File: src/rtl/jogo_sequencia_param_if.sv
// Player/display signal bundle for the sequence-memory game controller.
// The bench or game top drives through master; the controller uses slave.
interface jogo_sequencia_param_if #(
    parameter int NBOTOES = 4,
    parameter int DEPTH   = 16,
    parameter int VIDAS   = 3
);
    localparam int AW = $clog2(DEPTH);
    localparam int VW = $clog2(VIDAS + 1);

    logic               iniciar;
    logic [1:0]         modo;
    logic [NBOTOES-1:0] botoes;
    logic               carga;
    logic [AW-1:0]      carga_end;
    logic [NBOTOES-1:0] carga_dado;
    logic [NBOTOES-1:0] leds;
    logic [AW-1:0]      rodada;
    logic [VW-1:0]      vidas_restantes;
    logic               acertou;
    logic               errou;
    logic               timeout_out;
    logic               pronto;
    logic [3:0]         db_estado;

    modport master (
        output iniciar, modo, botoes, carga, carga_end, carga_dado,
        input  leds, rodada, vidas_restantes, acertou, errou, timeout_out, pronto, db_estado
    );

    modport slave (
        input  iniciar, modo, botoes, carga, carga_end, carga_dado,
        output leds, rodada, vidas_restantes, acertou, errou, timeout_out, pronto, db_estado
    );
endinterface

File: src/rtl/jogo_sequencia_param.sv
// Sequence-memory game: play FSM, address/limit/timer counters, sequence RAM
// and lives counter in one block.
module jogo_sequencia_param #(
    parameter int NBOTOES = 4,
    parameter int DEPTH   = 16,
    parameter int T_LED   = 500,
    parameter int T_RESP  = 5000,
    parameter int VIDAS   = 3
) (
    input logic                  clock,
    input logic                  reset,
    jogo_sequencia_param_if.slave bus
);
    localparam int AW   = $clog2(DEPTH);
    localparam int VW   = $clog2(VIDAS + 1);
    localparam int TMAX = (T_LED > T_RESP) ? T_LED : T_RESP;
    localparam int TW   = (TMAX > 1) ? $clog2(TMAX) : 1;

    typedef enum logic [3:0] {
        S_INICIAL        = 4'd0,
        S_PREPARACAO     = 4'd1,
        S_CARREGA        = 4'd2,
        S_MOSTRA         = 4'd3,
        S_APAGADO        = 4'd4,
        S_PROXIMO_LED    = 4'd5,
        S_ESPERA         = 4'd6,
        S_REGISTRA       = 4'd7,
        S_COMPARA        = 4'd8,
        S_PROXIMO        = 4'd9,
        S_ADICIONA       = 4'd10,
        S_PROXIMA_RODADA = 4'd11,
        S_PERDE_VIDA     = 4'd12,
        S_FINAL_ACERTO   = 4'd13,
        S_FINAL_ERRO     = 4'd14,
        S_FINAL_TIMEOUT  = 4'd15
    } estado_t;

    estado_t            r_state, w_state_next;
    logic [AW-1:0]      r_addr, w_addr_next;
    logic [AW-1:0]      r_limite, w_limite_next;
    logic [VW-1:0]      r_vidas, w_vidas_next;
    logic [TW-1:0]      r_timer, w_timer_next;
    logic [1:0]         r_modo, w_modo_next;
    logic [NBOTOES-1:0] r_jogada, w_jogada_next;
    logic               r_botoes_any;
    logic [NBOTOES-1:0] r_mem [DEPTH];

    logic               w_jogada;
    logic               w_final;
    logic               w_onehot;
    logic               w_mismatch;
    logic               w_we;
    logic [AW-1:0]      w_waddr;
    logic [NBOTOES-1:0] w_wdata;
    logic [NBOTOES-1:0] w_mem_rd;

    assign w_jogada   = (|bus.botoes) && !r_botoes_any;
    assign w_final    = (r_state == S_FINAL_ACERTO) || (r_state == S_FINAL_ERRO) ||
                        (r_state == S_FINAL_TIMEOUT);
    assign w_mem_rd   = r_mem[r_addr];
    assign w_onehot   = (r_jogada != '0) && ((r_jogada & (r_jogada - 1'b1)) == '0);
    assign w_mismatch = !w_onehot || (r_jogada != w_mem_rd);

    // Loading is confined to idle/final states, so it never races the display read.
    always_comb begin
        w_we    = 1'b0;
        w_waddr = bus.carga_end;
        w_wdata = bus.carga_dado;
        if (r_state == S_ADICIONA) begin
            w_we    = w_jogada;
            w_waddr = r_limite + AW'(1);
            w_wdata = bus.botoes;
        end else if (bus.carga && (r_state == S_INICIAL || w_final)) begin
            w_we = 1'b1;
        end
    end

    always_ff @(posedge clock) begin
        if (w_we) r_mem[w_waddr] <= w_wdata;
    end

    always_ff @(posedge clock or posedge reset) begin
        if (reset) begin
            r_state      <= S_INICIAL;
            r_addr       <= '0;
            r_limite     <= '0;
            r_vidas      <= VW'(VIDAS);
            r_timer      <= '0;
            r_modo       <= '0;
            r_jogada     <= '0;
            r_botoes_any <= 1'b0;
        end else begin
            r_state      <= w_state_next;
            r_addr       <= w_addr_next;
            r_limite     <= w_limite_next;
            r_vidas      <= w_vidas_next;
            r_timer      <= w_timer_next;
            r_modo       <= w_modo_next;
            r_jogada     <= w_jogada_next;
            r_botoes_any <= |bus.botoes;
        end
    end

    always_comb begin
        w_state_next  = r_state;
        w_addr_next   = r_addr;
        w_limite_next = r_limite;
        w_vidas_next  = r_vidas;
        w_timer_next  = r_timer;
        w_modo_next   = r_modo;
        w_jogada_next = r_jogada;
        unique case (r_state)
            S_INICIAL, S_FINAL_ACERTO, S_FINAL_ERRO, S_FINAL_TIMEOUT: begin
                if (bus.iniciar) w_state_next = S_PREPARACAO;
            end
            S_PREPARACAO: begin
                w_modo_next   = bus.modo;
                w_addr_next   = '0;
                w_limite_next = '0;
                w_vidas_next  = VW'(VIDAS);
                w_timer_next  = '0;
                w_state_next  = S_CARREGA;
            end
            S_CARREGA: begin
                w_timer_next = '0;
                w_state_next = S_MOSTRA;
            end
            S_MOSTRA: begin
                if (r_timer == TW'(T_LED - 1)) begin
                    w_timer_next = '0;
                    w_state_next = S_APAGADO;
                end else begin
                    w_timer_next = r_timer + TW'(1);
                end
            end
            S_APAGADO: begin
                if (r_timer == TW'(T_LED - 1)) begin
                    w_timer_next = '0;
                    if (r_addr == r_limite) begin
                        w_addr_next  = '0;
                        w_state_next = S_ESPERA;
                    end else begin
                        w_state_next = S_PROXIMO_LED;
                    end
                end else begin
                    w_timer_next = r_timer + TW'(1);
                end
            end
            S_PROXIMO_LED: begin
                w_addr_next  = r_addr + AW'(1);
                w_state_next = S_CARREGA;
            end
            S_ESPERA: begin
                // A press on the last allowed cycle beats the timeout; the timer
                // saturates so an untimed wait can last forever.
                if (w_jogada) begin
                    w_state_next = S_REGISTRA;
                end else if (r_timer == TW'(T_RESP - 1)) begin
                    if (r_modo[0]) w_state_next = S_FINAL_TIMEOUT;
                end else begin
                    w_timer_next = r_timer + TW'(1);
                end
            end
            S_REGISTRA: begin
                w_jogada_next = bus.botoes;
                w_state_next  = S_COMPARA;
            end
            S_COMPARA: begin
                if (w_mismatch)                        w_state_next = S_PERDE_VIDA;
                else if (r_addr != r_limite)           w_state_next = S_PROXIMO;
                else if (r_limite == AW'(DEPTH - 1))   w_state_next = S_FINAL_ACERTO;
                else if (r_modo[1])                    w_state_next = S_ADICIONA;
                else                                   w_state_next = S_PROXIMA_RODADA;
            end
            S_PROXIMO: begin
                w_addr_next  = r_addr + AW'(1);
                w_timer_next = '0;
                w_state_next = S_ESPERA;
            end
            S_ADICIONA: begin
                if (w_jogada) w_state_next = S_PROXIMA_RODADA;
            end
            S_PROXIMA_RODADA: begin
                w_limite_next = r_limite + AW'(1);
                w_addr_next   = '0;
                w_state_next  = S_CARREGA;
            end
            S_PERDE_VIDA: begin
                w_vidas_next = r_vidas - VW'(1);
                if (r_vidas == VW'(1)) begin
                    w_state_next = S_FINAL_ERRO;
                end else begin
                    w_addr_next  = '0;
                    w_state_next = S_CARREGA;
                end
            end
            default: w_state_next = S_INICIAL;
        endcase
    end

    assign bus.leds            = (r_state == S_MOSTRA) ? w_mem_rd : '0;
    assign bus.rodada          = r_limite;
    assign bus.vidas_restantes = r_vidas;
    assign bus.acertou         = (r_state == S_FINAL_ACERTO);
    assign bus.errou           = (r_state == S_FINAL_ERRO);
    assign bus.timeout_out     = (r_state == S_FINAL_TIMEOUT);
    assign bus.pronto          = w_final;
    assign bus.db_estado       = r_state;
endmodule

File: src/flat_wrapper.sv
// flat-port wrapper written by rule: the top's interface ports become plain ports
module jogo_sequencia_param_flat 
#(
    parameter int NBOTOES = 4,
    parameter int DEPTH   = 16,
    parameter int T_LED   = 500,
    parameter int T_RESP  = 5000,
    parameter int VIDAS   = 3
)
  (clock, reset, bus_iniciar, bus_modo, bus_botoes, bus_carga, bus_carga_end, bus_carga_dado, bus_leds, bus_rodada, bus_vidas_restantes, bus_acertou, bus_errou, bus_timeout_out, bus_pronto, bus_db_estado);
  jogo_sequencia_param_if #(.NBOTOES(NBOTOES), .DEPTH(DEPTH), .VIDAS(VIDAS)) bus_i ();
  input logic clock;
  input logic reset;
  input wire logic [$bits(bus_i.iniciar)-1:0] bus_iniciar;
  input wire logic [$bits(bus_i.modo)-1:0] bus_modo;
  input wire logic [$bits(bus_i.botoes)-1:0] bus_botoes;
  input wire logic [$bits(bus_i.carga)-1:0] bus_carga;
  input wire logic [$bits(bus_i.carga_end)-1:0] bus_carga_end;
  input wire logic [$bits(bus_i.carga_dado)-1:0] bus_carga_dado;
  output wire logic [$bits(bus_i.leds)-1:0] bus_leds;
  output wire logic [$bits(bus_i.rodada)-1:0] bus_rodada;
  output wire logic [$bits(bus_i.vidas_restantes)-1:0] bus_vidas_restantes;
  output wire logic [$bits(bus_i.acertou)-1:0] bus_acertou;
  output wire logic [$bits(bus_i.errou)-1:0] bus_errou;
  output wire logic [$bits(bus_i.timeout_out)-1:0] bus_timeout_out;
  output wire logic [$bits(bus_i.pronto)-1:0] bus_pronto;
  output wire logic [$bits(bus_i.db_estado)-1:0] bus_db_estado;
  assign bus_i.iniciar = bus_iniciar;
  assign bus_i.modo = bus_modo;
  assign bus_i.botoes = bus_botoes;
  assign bus_i.carga = bus_carga;
  assign bus_i.carga_end = bus_carga_end;
  assign bus_i.carga_dado = bus_carga_dado;
  assign bus_leds = bus_i.leds;
  assign bus_rodada = bus_i.rodada;
  assign bus_vidas_restantes = bus_i.vidas_restantes;
  assign bus_acertou = bus_i.acertou;
  assign bus_errou = bus_i.errou;
  assign bus_timeout_out = bus_i.timeout_out;
  assign bus_pronto = bus_i.pronto;
  assign bus_db_estado = bus_i.db_estado;
  jogo_sequencia_param #(.NBOTOES(NBOTOES), .DEPTH(DEPTH), .T_LED(T_LED), .T_RESP(T_RESP), .VIDAS(VIDAS)) u_core (.clock(clock), .reset(reset), .bus(bus_i));
endmodule
File: config.mk
export PLATFORM = sky130hd
export DESIGN_NAME = jogo_sequencia_param_flat
export DESIGN_NICKNAME = d
export VERILOG_FILES = /design/src/rtl/jogo_sequencia_param_if.sv /design/src/rtl/jogo_sequencia_param.sv /design/src/flat_wrapper.sv
export SDC_FILE = /design/constraint.sdc
export NUM_CORES = 1
export LEC_CHECK = 0
export BUFFER_PORTS_ARGS = -buffer_cell sky130_fd_sc_hd__buf_2
export CAP_MARGIN = 10
export CORE_MARGIN = 4
export CORE_UTILIZATION = 55
export CTS_CLUSTER_DIAMETER = 50
export DETAILED_ROUTE_END_ITERATION = 6
export PLACE_DENSITY = 0.81
export SLEW_MARGIN = 20
export SYNTH_ARGS = -nofsm -noshare
export SYNTH_HDL_FRONTEND = slang
export SYNTH_SLANG_ARGS = --single-unit
File: constraint.sdc
create_clock -name clock -period 4.7 [get_ports clock]
set_input_delay 0 -clock clock [delete_from_list [all_inputs] [get_ports clock]]
set_output_delay 0 -clock clock [all_outputs]
set_load 0.005 [all_outputs]
# Yosys cells after proc, flatten, opt, wreduce, memory -nomap -nowiden
# Memories as Yosys holds them, arrays and structs flattened.
# Index checks and enable logic that the tools add are counted.
[totals] ff_bits=34 ram_bits=64 in_bits=18 output_inout_bits=18 n_memories=1
[op_classes] add_sub_neg=5 n_eq_ne=32 n_mux=31 bitwise=1 n_reduce_logical=26
[memory_table] memory="u_core.r_mem" depth=16 word_bits=4 rd=1 rd_clocked_by_memory_dff=0 wr=1 line="jogo_sequencia_param.sv:46" text="logic [NBOTOES-1:0] r_mem [DEPTH];"
[ops] op="$mux W4" n=17
[ops] op="$pmux W4 S11" n=1
[ops] op="$mux W13" n=3
[ops] op="$pmux W13 S3" n=1
[ops] op="$eq A4 B4 Y1 const B" n=9
[ops] op="$eq A4 B3 Y1 const B" n=4
[ops] op="$pmux W4 S4" n=1
[ops] op="$add A13 B1 Y13 const B" n=1
[ops] op="$eq A13 B13 Y1 const B" n=1
[ops] op="$eq A13 B9 Y1 const B" n=1
[ops] op="$add A4 B1 Y4 const B" n=2
[ops] op="$eq A4 B2 Y1 const B" n=2
[ops] op="$logic_not A4 Y1" n=2
[ops] op="$ne A2 B1 Y1 const B" n=4
[ops] op="$ne A2 B2 Y1 const B" n=4
[ops] op="$ne A4 B4 Y1" n=2
[ops] op="$pmux W4 S2" n=1
[ops] op="$reduce_bool A4 Y1" n=2
[ops] op="$reduce_or A4 Y1" n=2
[ops] op="$ne A3 B1 Y1 const B" n=2
[ops] op="$reduce_and A6 Y1" n=1
[ops] op="$reduce_or A2 Y1" n=3
[ops] op="$reduce_or A3 Y1" n=2
[ops] op="$mux W1" n=5
[ops] op="15 further kinds" n=22

# Depth between registers and ports, before layout
[depth] word_depth=9 ltp_mapped=10

# Worst setup path after synthesis
# OpenSTA, ideal clock, no wires.
[synth_timing] path_type="register -> register" start="register u_core.r_timer[0]" end="register u_core.r_timer[4]" setup_ns=0.132 arrival_ns=2.171 slack_ns=2.397 path_stages_with_launch=11 n_path_buf=1 synth_period_minus_slack_ns=2.303 path_cell_list="dfrtp_1 > ha_1 > nand4bb_1 > or4_4 > a31oi_2 > o22ai_2 > a22oi_4 > buf_6 > nand4b_1 > xor2_1 > nor2_1"
[synth_between] elab_chain_cells=4
[synth_rtl] item="start: declaration" line="jogo_sequencia_param.sv:42" text="logic [TW-1:0] r_timer, w_timer_next;"
[synth_rtl] item="start signal: assignment" line="jogo_sequencia_param.sv:97" text="r_timer <= w_timer_next;"
[synth_rtl] item="$add A13 B1 Y13" line="jogo_sequencia_param.sv:133, jogo_sequencia_param.sv:146, jogo_sequencia_param.sv:161"
[synth_rtl] item="$mux W13" line="jogo_sequencia_param.sv:158" text="end else if (r_timer == TW'(T_RESP - 1)) begin"
[synth_rtl] item="$mux W13" line="jogo_sequencia_param.sv:156" text="if (w_jogada) begin"
[synth_rtl] item="$pmux W13 S3" line="jogo_sequencia_param.sv:112" text="unique case (r_state)"
# Parallel ways exist; a longest one is shown, timed or not. The select of a mux whose other input is x is not followed.
# A chain may end at the register's enable or synchronous reset.

# Worst setup path in the final report
[layout_timing] start="register u_core.r_state[1], in the netlist u_core.bus.db_estado[1]" end="memory u_core.r_mem[11][1], enable pin"
[layout_between] elab_chain_cells=9
[layout_rtl] item="start: declaration" line="jogo_sequencia_param.sv:38" text="estado_t r_state, w_state_next;"
[layout_rtl] item="start signal: assignment" line="jogo_sequencia_param.sv:93" text="r_state <= w_state_next;"
[layout_rtl] item="$eq A4 B4 Y1" line="jogo_sequencia_param.sv:58" text="assign w_final = (r_state == S_FINAL_ACERTO) || (r_state == S_FINAL_ERRO) ||"
[layout_rtl] item="$logic_or A1 B1 Y1 (2 in a row)" line="jogo_sequencia_param.sv:58"
[layout_rtl] item="$logic_or A1 B1 Y1" line="jogo_sequencia_param.sv:73" text="end else if (bus.carga && (r_state == S_INICIAL || w_final)) begin"
[layout_rtl] item="$logic_and A1 B1 Y1" line="jogo_sequencia_param.sv:73"
[layout_rtl] item="$mux W1" line="jogo_sequencia_param.sv:73"
[layout_rtl] item="$mux W1" line="jogo_sequencia_param.sv:69" text="if (r_state == S_ADICIONA) begin"
[layout_rtl] item="$mux W1" line="jogo_sequencia_param.sv:79" text="if (w_we) r_mem[w_waddr] <= w_wdata;"
[layout_rtl] item="$mux W1 (implied by the code)" line="jogo_sequencia_param.sv:79"
[layout_rtl] item="end: declaration" line="jogo_sequencia_param.sv:46"
# Parallel ways exist; a longest one is shown, timed or not.

==> metrics.md <==
| Metric | Value |
|---|---|
| Gate count of the mapped netlist | `412` |
| Mean routed wirelength per cell | `19.58 um` |
| Hold/Removal Path Class | `primary input to flop` |
| Final Power | `2.708 mW` |
| Final Hold Vio Count | `0` |
| Post-DP HPWL | `7.755 mm` |
| Crit-path slowest cell | `dfrtp_1` |
| Total track usage | `0.2200` |
| Worst path bufs/invs | `0` |
| Starting Density | `0.5644` |
| CTS H-tree lvls | `3` |
| CTS resizes | `0` |
| # rows | `34` |
| Crit path arrival time | `3.13 ns` |
| Final core occ | `0.6202` |
| Chip width | `102.6 um` |
| CP max stage delay | `0.79 ns` |
| Placed cells | `535` |
| Die Y | `102.6 um` |
| Longest Clk Path Bufs | `2` |
| Required time worst endpoint | `4.72 ns` |
| Routability Congestion | `0.9473` |
| Vias in the first global route | `3345` |
| ANT cells | `0` |
| Worst path most repeated cell | `nor2_1` |
| Sequential share of the synthesized area | `0.5638` |
| Yosys reg bits | `98` |
| DR DRC count | `0` |
| Crit-path max FO | `23` |
| Final wirelength | `10.95 mm` |
| Post-synthesis cell type count | `57` |
| First-pass GRT wire length | `17.52 mm` |
| Max IR drop VDD | `0.2836 mV` |
| Tightest Pin Transition | `0.9828 ns` |
| Vias post-DR | `3509` |
| FFs w/ async S/R, synth | `0.3469` |
| Main synth FF type | `edfxtp_1` |
| DRT iter0 DRCs | `301` |
| Commonest non-fill, non-tap cell in the layout | `edfxtp_1` |
| RSZ-0062 raised after global routing | `false` |
| Initial antenna violation count | `0` |
| Max Transition Viols Final | `0` |
| Setup crit end kind | `flop` |
| Number of setup violations in the final report | `0` |
| Clock Tree Root | `clkbuf_8` |
| Worst-Skew Late Latency | `0.36 ns` |
| CP Class | `flop to flop` |
| DP Area | `5142 um^2` |
| Warnings, synthesis | `0` |
| Port Buffers | `35` |
| Top delay family on crit path | `simple AND/OR/NAND/NOR gates` |
| CTS Buf Count | `9` |
| Total of max-cap violations | `0` |
| Slew Limit Headroom | `0.3448` |
| Layout Skew | `0.009376 ns` |
| Final Cycle Share | `0.6624` |
| Core region area | `8721 um^2` |
| Gr ovfl total | `0` |
| Vias per cell | `6.277` |
| Crit start category | `flop` |
| Largest net degree at the start of global routing | `35` |
| Nets | `468` |
| Number of synthesized flops with an enable pin | `64` |
| Clock-pin transition on the worst setup and hold timing paths | `0.10 ns` |
| Area delta synth->final | `9.888%` |
| Post-route cell area | `5409 um^2` |
| Most frequent cells in the layout | `64 x edfxtp_1, 49 x nor2_1, 37 x nand2_1` |
| Crit-path cells | `nand2b_1 > nor2_1 > nor2_1 > a21oi_1 > nand2_1 > nor2_1` |
| Fin Setup TNS | `0 ns` |
| Synth Area per Inst | `11.95 um^2` |
| Static Leakage | `1.925 nW` |
| Post CTS Setup Buffer Count | `0` |
| Post-Syn Area | `4922 um^2` |
| TritonCTS sink count | `98` |
| Post-route ant nets | `0` |
| Fin crit period | `3.113 ns` |
| Synth Net Count | `434` |
| Non-Filler Instances | `559` |
| Achievable Freq | `0.3212 GHz` |
| # IOs | `36` |
| Share of cells above drive strength 1 | `0.2018` |
| Router iterations before antenna repair | `5` |
| Die area | `10530 um^2` |
| Pwr per Cell Area | `500.6 nW/um^2` |
| CTS tree | `done` |
| Status | `finished clean` |
logic make-up after synthesis:
logic type	after synthesis	share of synthesized area
buf+inv	33	0.02974
xor+xnor	20	0.03559
compound gates	76	0.1040
fa+ha+maj	4	0.01017
mux	36	0.1118
flops	98	0.5638
simple gates	145	0.1449
power breakdown:
group	switching (mW)	total (mW)	internal [mW]
registers	0.219	1.24	1.02
clock network	0.310	0.513	0.203
logic	0.536	0.952	0.417
stage by stage:
stage | hold slack (ns) | setup slack [ns]
4_1_cts | 0.2139 | 1.645
6_report | 0.2396 | 1.587
2_1_floorplan | 0.09850 | 2.397
3_5_place_dp | 0.1207 | 1.663
3_3_place_gp | 0.1105 | 1.780
5_1_grt | 0.2491 | 1.301
Yosys cell counts, drive strengths merged (6+ instances only):
library cell   n  area share
clkbuf        14       0.011
nand3         15       0.015
mux4          14       0.064
nor2          49       0.037
inv           11      0.0084
xnor2         19       0.034
a21oi         19       0.019
nor3           7      0.0071
nand2         37       0.028
nor2b          7      0.0089
dfrtp         32        0.16
edfxtp        64        0.39
o21ai         23       0.023
buf            8       0.011
mux2i         10       0.020
mux2          12       0.027
nor4           6       0.011
metal layers:
layer / global-route usage / part of all wire / up-vias
li1: - / - / 1605
met1: 0.2977 / 0.41 / 1728
met2: 0.3575 / 0.50 / 148
met3: 0.04533 / 0.068 / 28
met4: 0.07366 / 0.025 / 0
met5: 0 / 0 / -
registers in the layout, summed over array words and instances (netlist names):
| register | count |
|---|---|
| u_core.r_addr | 4 |
| u_core.r_modo | 2 |
| u_core.r_botoes_any | 1 |
| u_core.bus.vidas_restantes | 2 |
| u_core.bus.db_estado | 4 |
| u_core.bus.rodada | 4 |
| u_core.r_timer | 13 |
| u_core.r_mem | 64 |
| u_core.r_jogada | 4 |
path summary, 6_finish.rpt:
path | endpoint | slack [ns] | start | cells after the start
worst max-delay path | u_core.r_mem[11][1] | 1.59 | u_core.bus.db_estado[1] | 6
min in group asynchronous | u_core.r_botoes_any | 0.29 | reset | 4
worst min register to register | u_core.bus.vidas_restantes[1] | 0.53 | u_core.bus.vidas_restantes[1] | 2
worst max register to register | u_core.r_mem[11][1] | 1.59 | u_core.bus.db_estado[1] | 6
worst min-delay path | u_core.bus.db_estado[1] | 0.24 | bus_iniciar | 4
max in group asynchronous | u_core.bus.vidas_restantes[0] | 4.07 | reset | 4
what timing repair did:
action | CTS | global route
setup endpoints to repair | 0 | 0
hold buffers | 8 | 0
endpoints found under the hold margin | 39 | 0
worst reg2reg max path, stage by stage, from the launching register on:
cell      delay (ns)
dfrtp_1         0.79
nand2b_1        0.27
nor2_1          0.79
nor2_1          0.12
a21oi_1         0.23
nand2_1         0.16
nor2_1          0.40
area by class of cell:
class | instances | area [um^2]
multi-input combinational | 281 | 2001
clock buffer | 9 | 123.9
timing repair buffer | 45 | 270.3
fill | 662 | 3312
inverter | 11 | 41.29
sequential | 98 | 2775
tap | 108 | 135.1
clock inverter | 7 | 62.56
(Power assumes the default switching activity.)
